==> config.mk <==
export PLATFORM = sky130hd
export DESIGN_NAME = aes_round_sequencer
export DESIGN_NICKNAME = d
export VERILOG_FILES = /design/src/rtl/aes_pkg.sv /design/src/rtl/aes_round_sequencer.sv
export SDC_FILE = /design/constraint.sdc
export NUM_CORES = 1
export LEC_CHECK = 0
export BUFFER_PORTS_ARGS = -buffer_cell sky130_fd_sc_hd__buf_2
export CAP_MARGIN = 20
export CORE_MARGIN = 3
export CORE_UTILIZATION = 30
export CTS_CLUSTER_DIAMETER = 120
export CTS_CLUSTER_SIZE = 30
export DETAILED_ROUTE_END_ITERATION = 16
export HOLD_SLACK_MARGIN = 0.1
export PLACE_DENSITY = 0.58
export SYNTH_ARGS = -nofsm -noshare
export SYNTH_HDL_FRONTEND = slang
export SYNTH_SLANG_ARGS = --single-unit
==> constraint.sdc <==
create_clock -name clk -period 6 [get_ports clk]
set_input_delay 0.9 -clock clk [delete_from_list [all_inputs] [get_ports clk]]
set_output_delay 0.9 -clock clk [all_outputs]
set_load 0.01 [all_outputs]
==> src/rtl/aes_pkg.sv <==
// Shared definitions for the AES round sequencer: block width, round counts
// for the two supported key sizes, and the sequencer FSM state encoding.
package aes_pkg;

  localparam int AES_BLOCK_W = 128;
  localparam int NR_AES128   = 10;
  localparam int NR_AES256   = 14;

  typedef enum logic [1:0] {
    S_IDLE   = 2'd0,
    S_LAUNCH = 2'd1,
    S_WAIT   = 2'd2,
    S_OUT    = 2'd3
  } seq_state_e;

endpackage

==> src/rtl/aes_round_sequencer.sv <==
// AES round sequencer: accepts a plaintext block, applies the initial
// AddRoundKey, then drives NR rounds through an external pipelined round
// datapath, adding each round key to the returned state. The finished
// ciphertext is held on out_block until the consumer takes it.
module aes_round_sequencer
  import aes_pkg::*;
#(
  parameter int NR     = NR_AES128,
  parameter int DP_LAT = 3
) (
  input  logic                   clk,
  input  logic                   asy_reset,
  input  logic                   in_valid,
  output logic                   in_ready,
  input  logic [AES_BLOCK_W-1:0] in_block,
  output logic [3:0]             rk_idx,
  input  logic [AES_BLOCK_W-1:0] rk_data,
  output logic                   dp_launch,
  output logic [AES_BLOCK_W-1:0] dp_state,
  output logic                   dp_last,
  input  logic [AES_BLOCK_W-1:0] dp_in,
  output logic                   out_valid,
  input  logic                   out_ready,
  output logic [AES_BLOCK_W-1:0] out_block,
  output logic                   busy
);

  // The wait counter only has to hold DP_LAT-1; keep at least one bit so
  // DP_LAT=1 still elaborates.
  localparam int                WCNT_W     = (DP_LAT > 1) ? $clog2(DP_LAT) : 1;
  localparam logic [WCNT_W-1:0] WCNT_INIT  = WCNT_W'(DP_LAT - 1);
  localparam logic [WCNT_W-1:0] WCNT_ONE   = WCNT_W'(1);
  localparam logic [3:0]        ROUND_LAST = 4'(NR);

  seq_state_e             state_q,     state_d;
  logic [AES_BLOCK_W-1:0] state_reg_q, state_reg_d;
  logic [3:0]             round_q,     round_d;
  logic [WCNT_W-1:0]      wcnt_q,      wcnt_d;

  logic                   in_ready_q,  in_ready_d;
  logic                   busy_q,      busy_d;
  logic [3:0]             rk_idx_q,    rk_idx_d;
  logic                   dp_launch_q, dp_launch_d;
  logic [AES_BLOCK_W-1:0] dp_state_q,  dp_state_d;
  logic                   dp_last_q,   dp_last_d;
  logic                   out_valid_q, out_valid_d;
  logic [AES_BLOCK_W-1:0] out_block_q, out_block_d;

  // Next-state logic for the FSM, round counter, wait counter and AddRoundKey,
  // followed by output decode from the next state so every output is a flop.
  always_comb begin
    state_d     = state_q;
    state_reg_d = state_reg_q;
    round_d     = round_q;
    wcnt_d      = wcnt_q;

    unique case (state_q)
      S_IDLE: begin
        // rk_idx is 0 while idle, so rk_data is the whitening key here.
        if (in_valid) begin
          state_reg_d = in_block ^ rk_data;
          round_d     = 4'd1;
          state_d     = S_LAUNCH;
        end
      end
      S_LAUNCH: begin
        wcnt_d  = WCNT_INIT;
        state_d = S_WAIT;
      end
      S_WAIT: begin
        // dp_in is only meaningful on the final wait cycle; rk_idx already
        // equals round, so rk_data is this round's key.
        if (wcnt_q == '0) begin
          state_reg_d = dp_in ^ rk_data;
          if (round_q == ROUND_LAST) begin
            state_d = S_OUT;
          end else begin
            round_d = round_q + 4'd1;
            state_d = S_LAUNCH;
          end
        end else begin
          wcnt_d = wcnt_q - WCNT_ONE;
        end
      end
      S_OUT: begin
        if (out_ready) begin
          state_d = S_IDLE;
        end
      end
      default: begin
        state_d = S_IDLE;
      end
    endcase

    in_ready_d  = (state_d == S_IDLE);
    busy_d      = (state_d != S_IDLE);
    dp_launch_d = (state_d == S_LAUNCH);
    rk_idx_d    = ((state_d == S_LAUNCH) || (state_d == S_WAIT)) ? round_d : 4'd0;
    // Datapath operands are captured on launch and then left alone so the
    // datapath may sample them at any point of its own pipeline.
    dp_state_d  = dp_launch_d ? state_reg_d : dp_state_q;
    dp_last_d   = dp_launch_d ? (round_d == ROUND_LAST) : dp_last_q;
    out_valid_d = (state_d == S_OUT);
    out_block_d = out_valid_d ? state_reg_d : out_block_q;
  end

  // State and output registers; reset clears everything and abandons any block.
  always_ff @(posedge clk or negedge asy_reset) begin
    if (!asy_reset) begin
      state_q     <= S_IDLE;
      state_reg_q <= '0;
      round_q     <= 4'd0;
      wcnt_q      <= '0;
      in_ready_q  <= 1'b1;
      busy_q      <= 1'b0;
      rk_idx_q    <= 4'd0;
      dp_launch_q <= 1'b0;
      dp_state_q  <= '0;
      dp_last_q   <= 1'b0;
      out_valid_q <= 1'b0;
      out_block_q <= '0;
    end else begin
      state_q     <= state_d;
      state_reg_q <= state_reg_d;
      round_q     <= round_d;
      wcnt_q      <= wcnt_d;
      in_ready_q  <= in_ready_d;
      busy_q      <= busy_d;
      rk_idx_q    <= rk_idx_d;
      dp_launch_q <= dp_launch_d;
      dp_state_q  <= dp_state_d;
      dp_last_q   <= dp_last_d;
      out_valid_q <= out_valid_d;
      out_block_q <= out_block_d;
    end
  end

  assign in_ready  = in_ready_q;
  assign busy      = busy_q;
  assign rk_idx    = rk_idx_q;
  assign dp_launch = dp_launch_q;
  assign dp_state  = dp_state_q;
  assign dp_last   = dp_last_q;
  assign out_valid = out_valid_q;
  assign out_block = out_block_q;

endmodule

* Yosys cells after proc, flatten, opt, wreduce, memory -nomap -nowiden
Cells that the tools add are included.
** Word-level totals
- Flip-flop bits (word level) :: 401
- Bits of input ports :: 388
- Output and inout port bits :: 265
- Word-level logic and storage cells :: 47
** Operators by class
- Add/subtract/negate cells :: 2
- Eq/ne operators :: 9
- Multiplexer cells :: 15
- Bitwise gates (word level) :: 2
- Reduce and logical (&&, ||, !) cells :: 7
** Operators with widths (count)
- 128-bit 2-to-1 mux :: 2
- 128-bit one-hot mux with 2 select lines :: 1
- 128-bit bitwise XOR :: 2
- 4-bit 2-to-1 mux :: 4
- 2-bit 2-to-1 mux :: 5
- 2-bit equality test (second input constant) :: 4
- 4-bit equality test (second input constant) :: 2
- 2-bit one-hot mux with 4 select lines :: 1
- 4-bit one-hot mux with 2 select lines :: 1
- 2-bit zero test :: 3
- 4-bit by 1-bit adder with 4-bit output (second input constant) :: 1
- 2-bit by 1-bit equality test with 1-bit output (second input constant) :: 2
- 2-bit one-hot mux with 2 select lines :: 1
- 2-bit nonzero test :: 2
- 2-bit != test (second input constant) :: 1
- 2-bit AND reduction :: 1
- 2-bit by 1-bit subtractor with 2-bit output (second input constant) :: 1
- 1-bit logical OR :: 1

* Logic depth before layout (Yosys ltp)
Gate-level depths: netlist of run 1.
- Depth in word-level cells :: 7
- Depth in mapped cells :: 15
- Mapped depth without buffers :: 9

* Worst setup path before layout of run 1
Ideal clock, no wire load.
- Path kind :: flip-flop to flip-flop
- From :: reg wcnt_q[0]
- To :: reg dp_state_q[106] (netlist: dp_state[106])
- Setup time :: 77 ps
- Data arrival time :: 2578 ps
- Data required time :: 5923 ps
- Slack :: 3345 ps
- Cell stages (with the launch flop) :: 15
- Buffers on the path :: 6
- Period minus slack after synthesis :: 2655 ps
- Path through :: dfrtp_1 > inv_1 > ha_1 > buf_2 > buf_2 > buf_2 > o21ai_0 > a21oi_1 > a31o_2 > ha_1 > clkbuf_1 > clkbuf_1 > clkbuf_1 > nor2_1 > a21oi_1
** On the way
- Word-level cells in the longest chain between the ends :: 4
- Elaborated cells on any way between the ends :: 6
- Classes of those cells :: eq/ne: 1; mux: 4; reduce/logical: 1
** Ends and longest elaborated chain
- from (decl) :: RTL line aes_round_sequencer.sv:38 : logic [WCNT_W-1:0] wcnt_q, wcnt_d;
- from (signal assigned) :: RTL line aes_round_sequencer.sv:126 : wcnt_q <= wcnt_d;
- 2-bit zero test :: RTL line aes_round_sequencer.sv:73 : if (wcnt_q == '0) begin
- 2-bit 2-to-1 mux :: RTL line aes_round_sequencer.sv:73
- 2-bit one-hot mux with 4 select lines :: RTL line aes_round_sequencer.sv:57 : unique case (state_q)
- 2-bit by 1-bit equality test with 1-bit output :: RTL line aes_round_sequencer.sv:97 : dp_launch_d = (state_d == S_LAUNCH);
- named net dp_launch_d :: RTL line aes_round_sequencer.sv:43 : logic dp_launch_q, dp_launch_d;
- to (signal assigned) :: RTL line aes_round_sequencer.sv:131 : dp_state_q <= dp_state_d;
- to (decl) :: RTL line aes_round_sequencer.sv:44 : logic [AES_BLOCK_W-1:0] dp_state_q, dp_state_d;
The timed path passes the listed nets, and every way through them passes these cells.
A chain may end at the register's enable or synchronous reset.

* Worst setup path after layout of run 1
- From :: reg wcnt_q[0]
- To :: reg dp_state_q[107] (netlist: dp_state[107])
** On the way
- Word-level cells in the longest chain between the ends :: 4
- Elaborated cells on any way between the ends :: 6
- Classes of those cells :: eq/ne: 1; mux: 4; reduce/logical: 1
** Ends and longest elaborated chain (RTL line)
- 2-bit zero test * :: aes_round_sequencer.sv:73
- 2-bit 2-to-1 mux :: aes_round_sequencer.sv:73
- 2-bit one-hot mux with 4 select lines :: aes_round_sequencer.sv:57
- 2-bit by 1-bit equality test with 1-bit output :: aes_round_sequencer.sv:97
Every way passes the cells marked *; elsewhere a longest branch is shown, timed or not.

==> results.toml, run 1 <==
[status]
status = "finished, final reports clean"

[logic_synthesis]
synth_ff_type = "dfrtp_1"
ys_ff_latch = 401
async_flop_share_pct = 100.0
ys_warn_count = 0
yosysTopAreaCell = "dfrtp_1"
yosys-top-cells-area = "dfrtp_1 48%, a21oi_1 9.4%, a221oi_2 8.7%"
syn_avg_cell_area_sq_um = 10.81
synth_top_area_share_pct = 48.09
netlist-cell-type-count = 42
synth.net_count = 2319
syn_inst = 1925
synth_edf_count = 0
synth_area_sq_mm = 0.02081
seq_area_frac_synth_pct = 48.22

[place]
dpl_cell_area_sq_mm = 0.02457
place_ws_ns = 2.043
gp_congestion = 0.8744
portBuffers = 652
dp_hpwl_um = 50640

[clock_network]
clock_sinks = 401
cts-root-buf = "clkbuf_16"
cts_tree = "done"
cts_setup_buffers = 0
insertion_delay_ns = 0.56
ctsHoldBuffers = 0
clockBufferDepth = 3
cts_resized = 0
numCtsBuffers = 17
clk_pin_slew_worst_paths_ns = 0.12
h-tree-depth = 1

[floorplan]
start_util_pct = 30.61
core.rowCount = 95
io_pins = 653
core_sq_mm = 0.06799
die_x_um = 269.4
die-area_sq_mm = 0.07258
die_y_um = 269.4

[detailed_routing]
wl_per_cell_um = 22.33
finalWirelength_um = 75420
dr_total_vias = 18150
post-route-drc-count = 0
first_pass_iters = 5
drt_iter0_markers = 1303
vias_per_cell = 5.374
ant_nets = 0

[job]
drv_cap = 0

[setup_path]
arrival_ns = 4.31
cp-start-kind = "register"
r2r_cells = 8
cp_max_fo = 74
required_ns = 6.42
critPathCaptureType = "register"
crit_type = "register to register"

[pwr]
power_leakage_nw = 11.04
peakVddDrop_uv = 309.3
power_density_mw_per_mm2 = 560.8

[timing]
finalSetupViolCount = 0
max_slew_margin_pct = 26.24
fin_crit_ns = 3.884
final.setup.worst_slack_ns = 2.116
timing.fmax_ghz = 0.2575
fin_skew_ns = 0.01610
final_max_slew_viol_count = 0
tightest_slew_ns = 1.106
fin_tns_setup_ns = 0
min_period_over_period_pct = 64.74
rsz0062_at_grt = "false"
hold_viol_final = 0

[cells_and_area]
layout_common_cells = "650 x buf_2, 398 x dfrtp_1, 390 x a21oi_1, 260 x nor2_1, 136 x inv_1"
fin_area_sq_mm = 0.02515
syn_to_final_growth_pct = 20.85
drive_gt1_share_pct = 38.95
final_nets = 2828
final_common_cell = "buf_2"

[grt]
grt_pass1_vias = 19010
grt-ovfl-total = 0
grt_max_degree = 141
grt_usage_pct = 19.70
antenna_found_initial = 20
grt_pass1_wl_um = 115500

[min_path]
hold_path_class = "input port to asynchronous set/reset pin"
[worst paths after layout]
check | startpoint | endpoint | slack (ns)
hold / removal | asy_reset | out_block[10]$_DFFE_PN0P_ | 0.34
max in group asynchronous | asy_reset | state_reg_q[102]$_DFF_PN0_ | 4.24
setup / recovery | wcnt_q[0]$_DFFE_PN0P_ | dp_state[107]$_DFFE_PN0P_ | 2.12
setup reg to reg | wcnt_q[0]$_DFFE_PN0P_ | dp_state[107]$_DFFE_PN0P_ | 2.12
hold reg to reg | state_reg_q[81]$_DFF_PN0_ | state_reg_q[81]$_DFF_PN0_ | 0.50
min in group clk | state_reg_q[81]$_DFF_PN0_ | state_reg_q[81]$_DFF_PN0_ | 0.50
[stage by stage]
step                total power [mW]  cells  hold WS [ns]  utilization (%)
CTS                            14.22   3358        0.3573            36.85
detailed placement             12.72   3334        0.4746            36.14
global placement               12.45   3334        0.4682            36.14
global route                   15.13   3376        0.3541            36.99
finish                         14.11   3377        0.3363            36.99
floorplan                      9.955   1925        0.4602                -
[cell type report]
| class | instances | area [sq um] |
|---|---|---|
| fillers | 6907 | 42840 |
| flip-flops and latches | 401 | 10040 |
| multi-input cells | 1200 | 9271 |
| repair buffers | 678 | 3649 |
| well taps | 921 | 1152 |
| inverters | 136 | 510.5 |
| clock buffers | 22 | 464.2 |
| diodes | 17 | 42.54 |
| clock inverters | 2 | 20.02 |
[worst max-delay path, stage by stage (launching register included)]
cell and delay, ns:
dfrtp_1 0.42, inv_1 0.12, ha_4 0.73, buf_4 0.96
and3b_1 0.36, nor2_4 0.08, buf_12 0.21, a221oi_1 0.56
a21oi_1 0.13
[per-layer routing]
layer  share of wire, %  vias up  global-route usage [%]  routed length [um]
met5              0.053        -                       0                  40
met4                3.8        6                   7.608                2887
met3                6.8      133                   4.427                5110
met2                 50      700                   34.32               37790
li1                   -     8149                       -                   -
met1                 39     9161                   23.67               29590
[cell usage after synthesis (all sizes together) (3+ instances only)]
library cell / instances
nand4bb: 85
ha: 6
nor2b: 3
buf: 79
nor2: 261
nand4b: 128
or4bb: 43
inv: 136
dfrtp: 400
clkbuf: 109
o22ai: 128
a21oi: 390
a221oi: 128
[flip-flops by register name, indices dropped and copies added, names as in the netlist, 2 cells and up]
name,count
dp_state,128
out_block,128
rk_idx,4
round_q,4
state_q,2
state_reg_q,128
wcnt_q,2
[cells by family after synthesis]
| family | synth area share [%] |
|---|---|
| buffers and inverters | 7.454 |
| AND/OR/NAND/NOR | 17.63 |
| adder cells (fa/ha/maj) | 0.3607 |
| AO/OA/AOI/OAI | 26.29 |
| flip-flops | 48.22 |
| multiplexers | 0.04809 |
[where the power goes]
part / internal, mW / switching, mW / total, mW
combinational: 2.96 / 4.71 / 7.67
clock: 0.560 / 0.903 / 1.46
sequential: 4.13 / 0.844 / 4.97
No activity file was read; power rests on OpenSTA's default activity.
==> inputs of run 2 (changes only) <==
- clock period: 6 -> 3.8 ns (I/O delays scaled with it)
==> run 2 against run 1 <==
Against the previous run: clock skew grew 0.027 ns; sequential share of layout area fell by 0.21 points; critical endpoint is now dp_last$_DFFE_PN0P_; die area did not move; combinational power is 58% higher; global-route usage down 0.57 points; register-to-register slack got worse by 1.1 ns; routed wire length shrank 2.4%.
==> results.toml, run 2 (synthesized netlist as in run 1, its figures left out) <==
[floorplan]
die-area_sq_mm = 0.07258
start_util_pct = 30.61
core.rowCount = 95
die_x_um = 269.4
io_pins = 653
die_y_um = 269.4
core_sq_mm = 0.06799

[min_path]
min_to = "state_reg_q[47]$_DFF_PN0_"
hold_path_depth = 3
hold_path_class = "input port to register"
min-delay-start = "rk_data[47]"

[pwr]
power_density_mw_per_mm2 = 882.6
peakVddDrop_uv = 525.8
total_power_mw = 22.32
power_leakage_nw = 11.10

[setup_path]
cp-start-kind = "register"
rr_startpoint = "state_q[1]$_DFF_PN0_"
slowest_delay_ns = 0.81
critPathCaptureType = "register"
worstReg2RegEnd = "dp_last$_DFFE_PN0P_"
r2r_cells = 5
required_ns = 4.28
cp_num_buf_inv = 2
cp.depth = 5
crit_type = "register to register"
cp_slowest_cell = "dfrtp_4"
rrSetupSlack_ns = 1.03
cp_cell_sequence = "buf_4 > inv_1 > nor4_1 > a211oi_1 > o32ai_1"
critical-path-top-delay-family = "buffers and inverters"
cp_max_fo = 83
arrival_ns = 3.25

[clock_network]
clk_pin_slew_worst_paths_ns = 0.12
numCtsBuffers = 17
clockBufferDepth = 3
h-tree-depth = 1
insertion_delay_ns = 0.57
cts-root-buf = "clkbuf_16"
clock_sinks = 401
cts_tree = "done"
cts_setup_buffers = 0

[timing]
rsz0062_at_grt = "false"
hold_viol_final = 0
fin_skew_ns = 0.04318
fin_crit_ns = 2.769
fin_tns_setup_ns = 0
max_slew_margin_pct = 31.55
final_max_slew_viol_count = 0
min_period_over_period_pct = 72.86
tightest_slew_ns = 1.027
timing.fmax_ghz = 0.3612
finalSetupViolCount = 0

[cells_and_area]
multi_input_area_sq_mm = 0.009271
syn_to_final_growth_pct = 21.48
final_nets = 2836
final_common_cell = "buf_2"
fin_area_sq_mm = 0.02529
regArea_sq_mm = 0.01004
drive_gt1_share_pct = 39.09
fillers = 6821
layout_common_cells = "650 x buf_2, 398 x dfrtp_1, 390 x a21oi_1, 260 x nor2_1, 136 x inv_1"

[detailed_routing]
wl_per_cell_um = 21.75
dr_total_vias = 18060
finalWirelength_um = 73630
ant_nets = 0
post-route-drc-count = 0
first_pass_iters = 5
drt_iter0_markers = 1185
vias_per_cell = 5.333

[place]
dp_hpwl_um = 51050
dpl_cell_area_sq_mm = 0.02471
gp_congestion = 0.8718
portBuffers = 652

[grt]
grt-ovfl-total = 0
grt_busiest_layer = "met2"
grt_pass1_vias = 18610
grt_pass1_wl_um = 112300
grt_usage_pct = 19.13
grt_max_degree = 135
met1_usage_pct = 23.02
antenna_found_initial = 19
grt_util_met3_pct = 4.543
grt_util_met2_pct = 33.36

[job]
drv_cap = 0

[status]
status = "finished, final reports clean"
## run 2: how the worst max path moves through the flow
stage	start	slack (ns)	endpoint
2_1_floorplan	wcnt_q[0]$_DFFE_PN0P_	1.14	dp_state[106]$_DFFE_PN0P_
3_3_place_gp	state_q[0]$_DFF_PN0_	1.10	dp_state[91]$_DFFE_PN0P_
3_5_place_dp	state_q[0]$_DFF_PN0_	1.01	dp_state[91]$_DFFE_PN0P_
4_1_cts	state_q[0]$_DFF_PN0_	0.95	dp_state[91]$_DFFE_PN0P_
5_1_grt	state_q[1]$_DFF_PN0_	0.77	dp_last$_DFFE_PN0P_
6_report	state_q[1]$_DFF_PN0_	1.03	dp_last$_DFFE_PN0P_
## run 2: where the power goes
part / switching (mW) / internal [mW] / leakage, nW
registers: 1.32 / 6.52 / 4.69
logic: 7.38 / 4.75 / 6.17
clock network: 1.43 / 0.919 / 0.243
## run 2: final cells by class
| class | count | area share (%) |
|---|---|---|
| Sequential cell | 401 | 39.72 |
| Multi-Input combinational cell | 1200 | 36.67 |
| Timing Repair Buffer | 686 | 14.89 |
| Tap cell | 921 | 4.557 |
| Inverter | 136 | 2.019 |
| Clock buffer | 21 | 1.742 |
| Clock inverter | 4 | 0.2326 |
| Antenna cell | 17 | 0.1682 |
## run 2: metrics by stage
stage,util [%],worst slack (ns),instances,hold slack (ns)
final,37.19,1.031,3386,0.2298
after global routing,37.18,0.7675,3382,0.2081
after CTS,37.09,0.9530,3368,0.1838
after detailed placement,36.34,1.009,3342,0.4740
after global placement,36.34,1.097,3342,0.4694
after floorplan,-,1.145,1925,0.2744
## run 2: routing by layer
layer / vias up / wire length, um
met4: 6 / 2462
met3: 106 / 4953
li1: 8188 / -
met2: 656 / 36760
met5: - / 36
met1: 9103 / 29410
## run 2: what timing repair did
item,in CTS,in global routing
gates resized for setup,0,0
hold buffers,1,0
hold endpoints to repair,71,0
## run 2: tightest hold or removal path: cells and delay by family
| kind | cells | cell delay, ns |
|---|---|---|
| buffers and inverters | 2 | 0.15 |
| AOI/OAI and AO/OA | 1 | 0.07 |
